## config.mk

```make
export PLATFORM = sky130hd
export DESIGN_NAME = axil_master
export DESIGN_NICKNAME = d
export VERILOG_FILES = /design/src/rtl/axil_pkg.sv /design/src/rtl/axil_master.sv
export SDC_FILE = /design/constraint.sdc
export NUM_CORES = 1
export LEC_CHECK = 0
export CORE_UTILIZATION = 43
export DETAILED_ROUTE_END_ITERATION = 16
export GPL_TIMING_DRIVEN = 0
export HOLD_SLACK_MARGIN = 0.15
export PLACE_DENSITY = 0.84
export SKIP_LAST_GASP = 1
export SYNTH_ARGS = -nofsm -noshare
export SYNTH_HDL_FRONTEND = slang
export SYNTH_SLANG_ARGS = --single-unit
```

## constraint.sdc

```tcl
create_clock -name clk -period 2 [get_ports clk]
set_input_delay 0.4 -clock clk [delete_from_list [all_inputs] [get_ports clk]]
set_output_delay 0.4 -clock clk [all_outputs]
set_load 0.05 [all_outputs]
```

## src/rtl/axil_pkg.sv

```systemverilog
// Shared types and default widths for the AXI4-Lite initiator.
//
// Contents:
//   resp_t   - AXI response codes (OKAY, EXOKAY, SLVERR, DECERR)
//   state_t  - transaction FSM states of axil_master
//   AXIL_*   - default parameter values used by axil_master
package axil_pkg;

  localparam int unsigned AXIL_ADDR_WIDTH     = 8;
  localparam int unsigned AXIL_DATA_WIDTH     = 32;
  localparam int unsigned AXIL_TIMEOUT_CYCLES = 1024;

  typedef enum logic [1:0] {
    OKAY   = 2'd0,
    EXOKAY = 2'd1,
    SLVERR = 2'd2,
    DECERR = 2'd3
  } resp_t;

  typedef enum logic [2:0] {
    IDLE  = 3'd0,
    WRITE = 3'd1,
    WRESP = 3'd2,
    READ  = 3'd3,
    RDATA = 3'd4,
    RESP  = 3'd5
  } state_t;

endpackage

```

## src/rtl/axil_master.sv

```systemverilog
// AXI4-Lite initiator: turns a command/response stream into single AXI-Lite
// read or write transactions on the cbus_ interface, one at a time. Every
// bus response (including SLVERR/DECERR) is handed back unchanged.
//
// State  | meaning
// -------+-----------------------------------------------------------
// IDLE   | cmd_ready=1, waiting for a command
// WRITE  | AW and W offered; each valid drops after its own handshake
// WRESP  | bready=1, waiting for the B beat
// READ   | arvalid=1, waiting for the AR handshake
// RDATA  | rready=1, waiting for the R beat
// RESP   | rsp_valid=1, held until rsp_ready
//
// Ports:
//   clk, rstn                      clock, async active-low reset
//   cmd_valid/ready/write/addr/wdata/wstrb   command stream in
//   rsp_valid/ready/write/rdata/resp          response stream out
//   cbus_aw*, cbus_w*, cbus_b*, cbus_ar*, cbus_r*   AXI4-Lite master
//   timeout                        sticky watchdog flag (only when the
//                                  AXIL_MASTER_TIMEOUT_EN macro is defined)
//
// DATA_WIDTH must be 32 or 64.
module axil_master
  import axil_pkg::*;
#(
  parameter int unsigned ADDR_WIDTH     = AXIL_ADDR_WIDTH,
  parameter int unsigned DATA_WIDTH     = AXIL_DATA_WIDTH,
  parameter int unsigned TIMEOUT_CYCLES = AXIL_TIMEOUT_CYCLES
) (
  input  logic                      clk,
  input  logic                      rstn,

  input  logic                      cmd_valid,
  output logic                      cmd_ready,
  input  logic                      cmd_write,
  input  logic [ADDR_WIDTH-1:0]     cmd_addr,
  input  logic [DATA_WIDTH-1:0]     cmd_wdata,
  input  logic [DATA_WIDTH/8-1:0]   cmd_wstrb,

  output logic                      rsp_valid,
  input  logic                      rsp_ready,
  output logic                      rsp_write,
  output logic [DATA_WIDTH-1:0]     rsp_rdata,
  output logic [1:0]                rsp_resp,

  output logic [ADDR_WIDTH-1:0]     cbus_awaddr,
  output logic                      cbus_awvalid,
  input  logic                      cbus_awready,
  output logic [DATA_WIDTH-1:0]     cbus_wdata,
  output logic [DATA_WIDTH/8-1:0]   cbus_wstrb,
  output logic                      cbus_wvalid,
  input  logic                      cbus_wready,
  input  logic [1:0]                cbus_bresp,
  input  logic                      cbus_bvalid,
  output logic                      cbus_bready,
  output logic [ADDR_WIDTH-1:0]     cbus_araddr,
  output logic                      cbus_arvalid,
  input  logic                      cbus_arready,
  input  logic [DATA_WIDTH-1:0]     cbus_rdata,
  input  logic [1:0]                cbus_rresp,
  input  logic                      cbus_rvalid,
  output logic                      cbus_rready
`ifdef AXIL_MASTER_TIMEOUT_EN
  ,
  output logic                      timeout
`endif
);

  state_t state_q;
  state_t state_d;
  logic   aw_done;
  logic   w_done;

  assign cmd_ready = (state_q == IDLE);

  // A channel is finished once its valid is gone or is being accepted now.
  assign aw_done = !cbus_awvalid || cbus_awready;
  assign w_done  = !cbus_wvalid  || cbus_wready;

  always_comb begin
    state_d = state_q;
    case (state_q)
      IDLE:    if (cmd_valid)                   state_d = cmd_write ? WRITE : READ;
      WRITE:   if (aw_done && w_done)           state_d = WRESP;
      WRESP:   if (cbus_bvalid && cbus_bready)  state_d = RESP;
      READ:    if (cbus_arvalid && cbus_arready) state_d = RDATA;
      RDATA:   if (cbus_rvalid && cbus_rready)  state_d = RESP;
      RESP:    if (rsp_ready)                   state_d = IDLE;
      default:                                  state_d = IDLE;
    endcase
  end

  always_ff @(posedge clk or negedge rstn) begin
    if (!rstn) begin
      state_q      <= IDLE;
      cbus_awaddr  <= '0;
      cbus_awvalid <= 1'b0;
      cbus_wdata   <= '0;
      cbus_wstrb   <= '0;
      cbus_wvalid  <= 1'b0;
      cbus_bready  <= 1'b0;
      cbus_araddr  <= '0;
      cbus_arvalid <= 1'b0;
      cbus_rready  <= 1'b0;
      rsp_valid    <= 1'b0;
      rsp_write    <= 1'b0;
      rsp_rdata    <= '0;
      rsp_resp     <= 2'b00;
    end else begin
      state_q <= state_d;
      case (state_q)
        IDLE: begin
          // Address/data registers only load here, so they stay stable
          // for as long as the matching valid is high.
          if (cmd_valid) begin
            if (cmd_write) begin
              cbus_awaddr  <= cmd_addr;
              cbus_wdata   <= cmd_wdata;
              cbus_wstrb   <= cmd_wstrb;
              cbus_awvalid <= 1'b1;
              cbus_wvalid  <= 1'b1;
            end else begin
              cbus_araddr  <= cmd_addr;
              cbus_arvalid <= 1'b1;
            end
          end
        end
        WRITE: begin
          if (cbus_awvalid && cbus_awready) cbus_awvalid <= 1'b0;
          if (cbus_wvalid && cbus_wready)   cbus_wvalid  <= 1'b0;
          if (aw_done && w_done)            cbus_bready  <= 1'b1;
        end
        WRESP: begin
          if (cbus_bvalid && cbus_bready) begin
            rsp_resp    <= cbus_bresp;
            rsp_rdata   <= '0;
            rsp_write   <= 1'b1;
            rsp_valid   <= 1'b1;
            cbus_bready <= 1'b0;
          end
        end
        READ: begin
          if (cbus_arvalid && cbus_arready) begin
            cbus_arvalid <= 1'b0;
            cbus_rready  <= 1'b1;
          end
        end
        RDATA: begin
          if (cbus_rvalid && cbus_rready) begin
            rsp_rdata   <= cbus_rdata;
            rsp_resp    <= cbus_rresp;
            rsp_write   <= 1'b0;
            rsp_valid   <= 1'b1;
            cbus_rready <= 1'b0;
          end
        end
        RESP: begin
          if (rsp_ready) rsp_valid <= 1'b0;
        end
        default: ;
      endcase
    end
  end

`ifdef AXIL_MASTER_TIMEOUT_EN
  localparam int unsigned           TO_W    = $clog2(TIMEOUT_CYCLES + 1);
  localparam logic [TO_W-1:0]       TO_LAST = TO_W'(TIMEOUT_CYCLES - 1);

  logic [TO_W-1:0] to_cnt_q;
  logic            bus_busy;

  assign bus_busy = (state_q == WRITE) || (state_q == WRESP) ||
                    (state_q == READ)  || (state_q == RDATA);

  // Watchdog only flags; the transaction keeps running so the bus stays
  // protocol-legal. The count saturates at its limit instead of wrapping.
  always_ff @(posedge clk or negedge rstn) begin
    if (!rstn) begin
      to_cnt_q <= '0;
      timeout  <= 1'b0;
    end else begin
      if (state_d != state_q) begin
        to_cnt_q <= '0;
      end else if (bus_busy && (to_cnt_q != TO_LAST)) begin
        to_cnt_q <= to_cnt_q + TO_W'(1);
      end
      if (bus_busy && (to_cnt_q == TO_LAST)) timeout <= 1'b1;
    end
  end
`else
  // Keeps the watchdog parameter referenced in builds without the watchdog.
  logic unused_timeout_cfg;
  assign unused_timeout_cfg = (TIMEOUT_CYCLES == 0);
`endif

endmodule

```

# Word-level counts from Yosys, hierarchy flattened

Cells that the tools add are included.

Bits in registers: 96
Input port bits: 90
Output and inout bits: 94

Equality and inequality tests: 15
Muxes and demuxes: 35
Bitwise operators: 1
Reductions and logical operators: 27

Operator list:

| cell               | number |
|---|---|
| $mux 32            | 2 |
| $pmux 32 s2        | 1 |
| $mux 3             | 6 |
| $ne 2x2->1 const B | 9 |
| $pmux 3 s6         | 1 |
| $reduce_and 4->1   | 4 |
| $reduce_and 3->1   | 5 |
| $mux 1             | 14 |
| $pmux 1 s2         | 6 |
| $reduce_bool 2->1  | 5 |
| $eq 3x2->1 const B | 2 |
| $eq 3x3->1 const B | 2 |
| $logic_and 1x1->1  | 6 |
| $mux 2             | 3 |
| $reduce_and 6->1   | 1 |
| $pmux 2 s2         | 1 |
| $eq 3x1->1 const B | 1 |
| $logic_not 3->1    | 1 |
| $pmux 1 s3         | 1 |
| $reduce_bool 3->1  | 1 |
| $logic_not 1->1    | 2 |
| $logic_or 1x1->1   | 2 |
| $ne 2x1->1 const B | 1 |
| $not 1->1          | 1 |

# Longest topological paths before layout

Depth after elaboration: 5
Depth in mapped cells: 7

# Worst setup path after synthesis

Ideal clock, no wire load.

Kind: reg-to-reg
Start: register state_q[2]
End: register cbus_awaddr[0]
Arrival: 1.881 ns
Setup slack: -0.006 ns
Stages on the path, launching flop included: 7
Period minus slack after synthesis: 2.006 ns
Cell sequence: dfrtp_1 > buf_4 > nor3_4 > and3_1 > buf_6 > buf_12 > mux2_4

Word-level cells in the longest chain between the ends: 2

RTL lines:

| what                              | RTL line           | text |
|---|---|---|
| start, declared                   | axil_master.sv:69  | `state_t state_q;` |
| start signal, assigned            | axil_master.sv:110 | `state_q <= state_d;` |
| $logic_not 3->1                   | --                 |  |
| named net cmd_ready               | axil_master.sv:34  | `output logic cmd_ready,` |
| $reduce_and 3->1 (no source line) | --                 |  |
| end signal, assigned              | axil_master.sv:117 | `cbus_awaddr <= cmd_addr;` |
| end, declared                     | axil_master.sv:46  | `output logic [ADDR_WIDTH-1:0] cbus_awaddr,` |

The timed path passes the listed nets, and every way through them passes these cells.
A chain may end at the register's enable or synchronous reset.

# Final worst setup path

Start: register cbus_wdata[21]
End: output cbus_wdata[21]

RTL lines:

| what                   | RTL line           | text |
|---|---|---|
| start, declared        | axil_master.sv:49  | `output logic [DATA_WIDTH-1:0] cbus_wdata,` |
| start signal, assigned | axil_master.sv:118 | `cbus_wdata <= cmd_wdata;` |

No word-level cell between the ends.

==> impl_metrics.json <==
{
  "drt_first_pass_iters": 4,
  "register_area_um2": 2402,
  "combPwrFrac": 0.071,
  "path_max_fanout": 2,
  "initial_core_util": 0.4521,
  "die_area_um2": 10880,
  "dp.cells": 641,
  "slowest_delay_ns": 0.82,
  "avgRoutedWirePerCell_um": 16.59,
  "netlist_area_um2": 4501,
  "powerDensity_nw_per_um2": 515.4,
  "hold_viol": 0,
  "worstSetupStartpointType": "register",
  "synthSimpleGateAreaFrac": 0.1065,
  "antenna_cells": 0,
  "vias_per_cell": 4.884,
  "crit_family": "buffers and inverters",
  "cp_slowest_cell": "clkdlybuf4s50_1",
  "multi_input_area_um2": 1703,
  "cts_tree": "done",
  "synth_compound_area_frac": 0.1040,
  "die_h_um": 104.3,
  "fillCellCount": 712,
  "worstSetupStartpoint": "cbus_wdata[21]",
  "critPathBufInv": 1,
  "path_class": "register to output pin",
  "switching_power_mw": 0.7831,
  "synthCells": 324,
  "switching_share": 0.2246,
  "dp_hpwl_um": 8240,
  "drv_cap": 0,
  "synth_edf_count": 0,
  "postRouteAntennaNets": 0,
  "clkTransAtPathRegs_ns": 0.09,
  "reg2reg_depth": 6,
  "status": "finished, final reports clean",
  "clock-sinks": 96,
  "drt_iter0_markers": 111,
  "synth_xor_area_frac": 0,
  "hold_end": "cbus_wstrb[3]",
  "grt_pass1_vias": 3483,
  "worst_slew_pin_slew_ns": 0.5595,
  "ys_ff_latch": 96,
  "async_reset_ff_frac": 1.000,
  "syn_area_per_cell_um2": 13.89,
  "rrSetupSlack_ns": 0.18,
  "antenna_found_initial": 0,
  "synth_area_leaders": "dfrtp_1 (53%), mux2_4 (13%), nand3_2 (7.1%)",
  "arrival_ns": 1.55,
  "slew_headroom": 0.6266,
  "gp_congestion": 0.8071,
  "synth_top_family_by_area": "multiplexers",
  "dpl_worst_slack_ns": 0.006654,
  "ios": 184,
  "ir_drop_mv": 0.3930,
  "synth_most_common_cell": "dfrtp_1",
  "min_path_cells": 1,
  "ys_types": 39,
  "fmax_mhz": 513.5,
  "synth_fa_ha_area_frac": 0,
  "seq_power_share": 0.556,
  "synth_top_area_cell": "dfrtp_1",
  "critPathRequiredTime_ns": 1.60,
  "drv_slew": 0,
  "fin_skew_ns": 0.01430,
  "clkLatencyLatePin_ns": 0.35,
  "postCtsSetupRepairBufs": 0,
  "crit_path_end_kind": "output pin",
  "grt_overflow": 0,
  "rsz0062_at_grt": "no",
  "finalSetupViolations": 0,
  "yosysWarningCount": 0,
  "worstHoldPathType": "register to register",
  "grt_max_degree": 60,
  "synthFlopType": "dfrtp_1",
  "htree_levels": 3,
  "grtUsageTotal": 0.2061,
  "final_core_util": 0.6795,
  "drive_gt1_frac": 0.2838,
  "syn_nets": 414,
  "floorplan.rows": 36,
  "numCtsBuffers": 9,
  "period_share": 0.9737,
  "instances_no_fill": 658,
  "fp.dieW_um": 104.3,
  "timing.final.ws_setup_ns": 0.05254,
  "cts_buffer_depth": 2,
  "synth.top_cell.area_share": 0.5338,
  "cts_root_buf": "clkbuf_8",
  "core_area_um2": 9955,
  "areaGrowthSynthToFinish_pct": 50.29,
  "routed-via-count": 3214,
  "grt_pass1_wl_um": 17810,
  "p_int_mw": 2.703,
  "clockPowerShare": 0.373,
  "crit_chain": "clkdlybuf4s50_1",
  "min_period_ns": 1.947,
  "fin_nets": 610,
  "r2r-end": "rsp_rdata[20]",
  "finalSetupTns_ns": 0,
  "synth_common_cells": "dfrtp_1 (96), mux2_4 (40), inv_1 (38)",
  "synth.yosys.seq_area_share": 0.5338,
  "wirelength_um": 10920,
  "io_buffers": 183,
  "p_leak_nw": 3.211,
  "rr_startpoint": "state_q[1]",
  "drc": 0,
  "synthMuxAreaShare": 0.1679,
  "hold_path.startpoint": "cbus_wstrb[3]"
}
==> metrics by stage <==
stage	hold WS, ns	power, mW	area (µm²)
after global routing	0.5249	3.627	6764
after CTS	0.5024	3.533	6734
after detailed placement	0.4101	2.223	6524
final	0.5017	3.486	6764
after global placement	0.4674	2.211	6499
after floorplan	0.1044	1.987	4501
==> cells by family after synthesis <==
group,count (synthesis)
flip-flops,96
AND/OR/NAND/NOR,59
AO/OA/AOI/OAI,58
buffers and inverters,57
multiplexers,54
==> cell type report <==
type | count | share of cell area
flip-flops and latches | 96 | 0.3552
repair buffers | 185 | 0.2799
multi-input cells | 171 | 0.2518
plain buffers | 19 | 0.03737
well taps | 133 | 0.02460
inverters | 38 | 0.02109
clock buffers | 10 | 0.01887
clock inverters | 6 | 0.01128
==> what timing repair did <==
item | 4_1_cts | 5_1_grt
endpoints found under the setup margin | 5 | 12
endpoints found under the hold margin | 37 | 0
gates resized for setup | 7 | 12
cloned | 0 | 0
hold buffers | 1 | 0
==> layer usage <==
layer,vias up,part of all wire,routed length [µm],GRT usage
met2,126,0.51,5570,0.3576
met4,0,0.013,144,0.05714
met1,1576,0.42,4603,0.2589
met3,15,0.055,599,0.04261
li1,1497,-,-,-
met5,-,0,0,0
==> layout by cell type (no fill, tap or decap), types with 2 or more instances in the layout <==
cell type / count
a21oi_1: 3
a21oi_2: 2
a31oi_1: 3
and3_1: 3
buf_12: 7
buf_4: 4
buf_6: 4
buf_8: 2
clkbuf_1: 3
clkbuf_8: 9
clkdlybuf4s50_1: 165
clkinvlp_4: 2
dfrtp_1: 96
dlygate4sd2_1: 4
dlymetal6s2s_1: 12
inv_1: 38
inv_8: 2
mux2_1: 8
mux2_2: 4
mux2_4: 40
mux2i_1: 2
nand2_1: 8
nand2b_1: 2
nand3_2: 32
nor2_1: 8
o21ai_0: 4
o21ai_1: 4
o21ai_2: 32
==> worst reg2reg max path: stages, from the launching register on <==
cell      delay [ns]
dfrtp_1         0.52
nor3b_4         0.56
a2bb2o_4        0.22
buf_12          0.13
buf_12          0.14
nand3_2         0.09
o21ai_2         0.09
==> worst max-delay path by stage <==
stage | cells past startpoint | end | slack, ns
finish | 1 | cbus_wdata[21] | 0.05
global placement | 1 | cbus_araddr[3] | -2.99
detailed placement | 5 | cbus_wdata[5] | 0.007
floorplan | 5 | cbus_awaddr[0] | 0.04
global route | 1 | cbus_wdata[19] | 0.0008
CTS | 1 | cbus_wdata[5] | 0.03
==> registers in the layout, indices dropped and copies added, names as in the netlist, 2 cells and up <==
signal / count
cbus_araddr: 8
cbus_wdata: 32
rsp_resp: 2
cbus_awaddr: 8
rsp_rdata: 32
state_q: 3
cbus_wstrb: 4
==> power by group through the flow <==
| stage | Sequential, mW | Combinational (mW) | Clock (mW) |
|---|---|---|---|
| 2_1_floorplan | 1.98 | 0.00903 | 0 |
| 3_3_place_gp | 1.98 | 0.233 | 0 |
| 4_1_cts | 1.94 | 0.249 | 1.34 |
| 5_1_grt | 1.94 | 0.265 | 1.42 |
| 6_report | 1.94 | 0.246 | 1.30 |
| 3_5_place_dp | 1.98 | 0.245 | 0 |
Note: power is estimated with default switching activity, not from simulation.
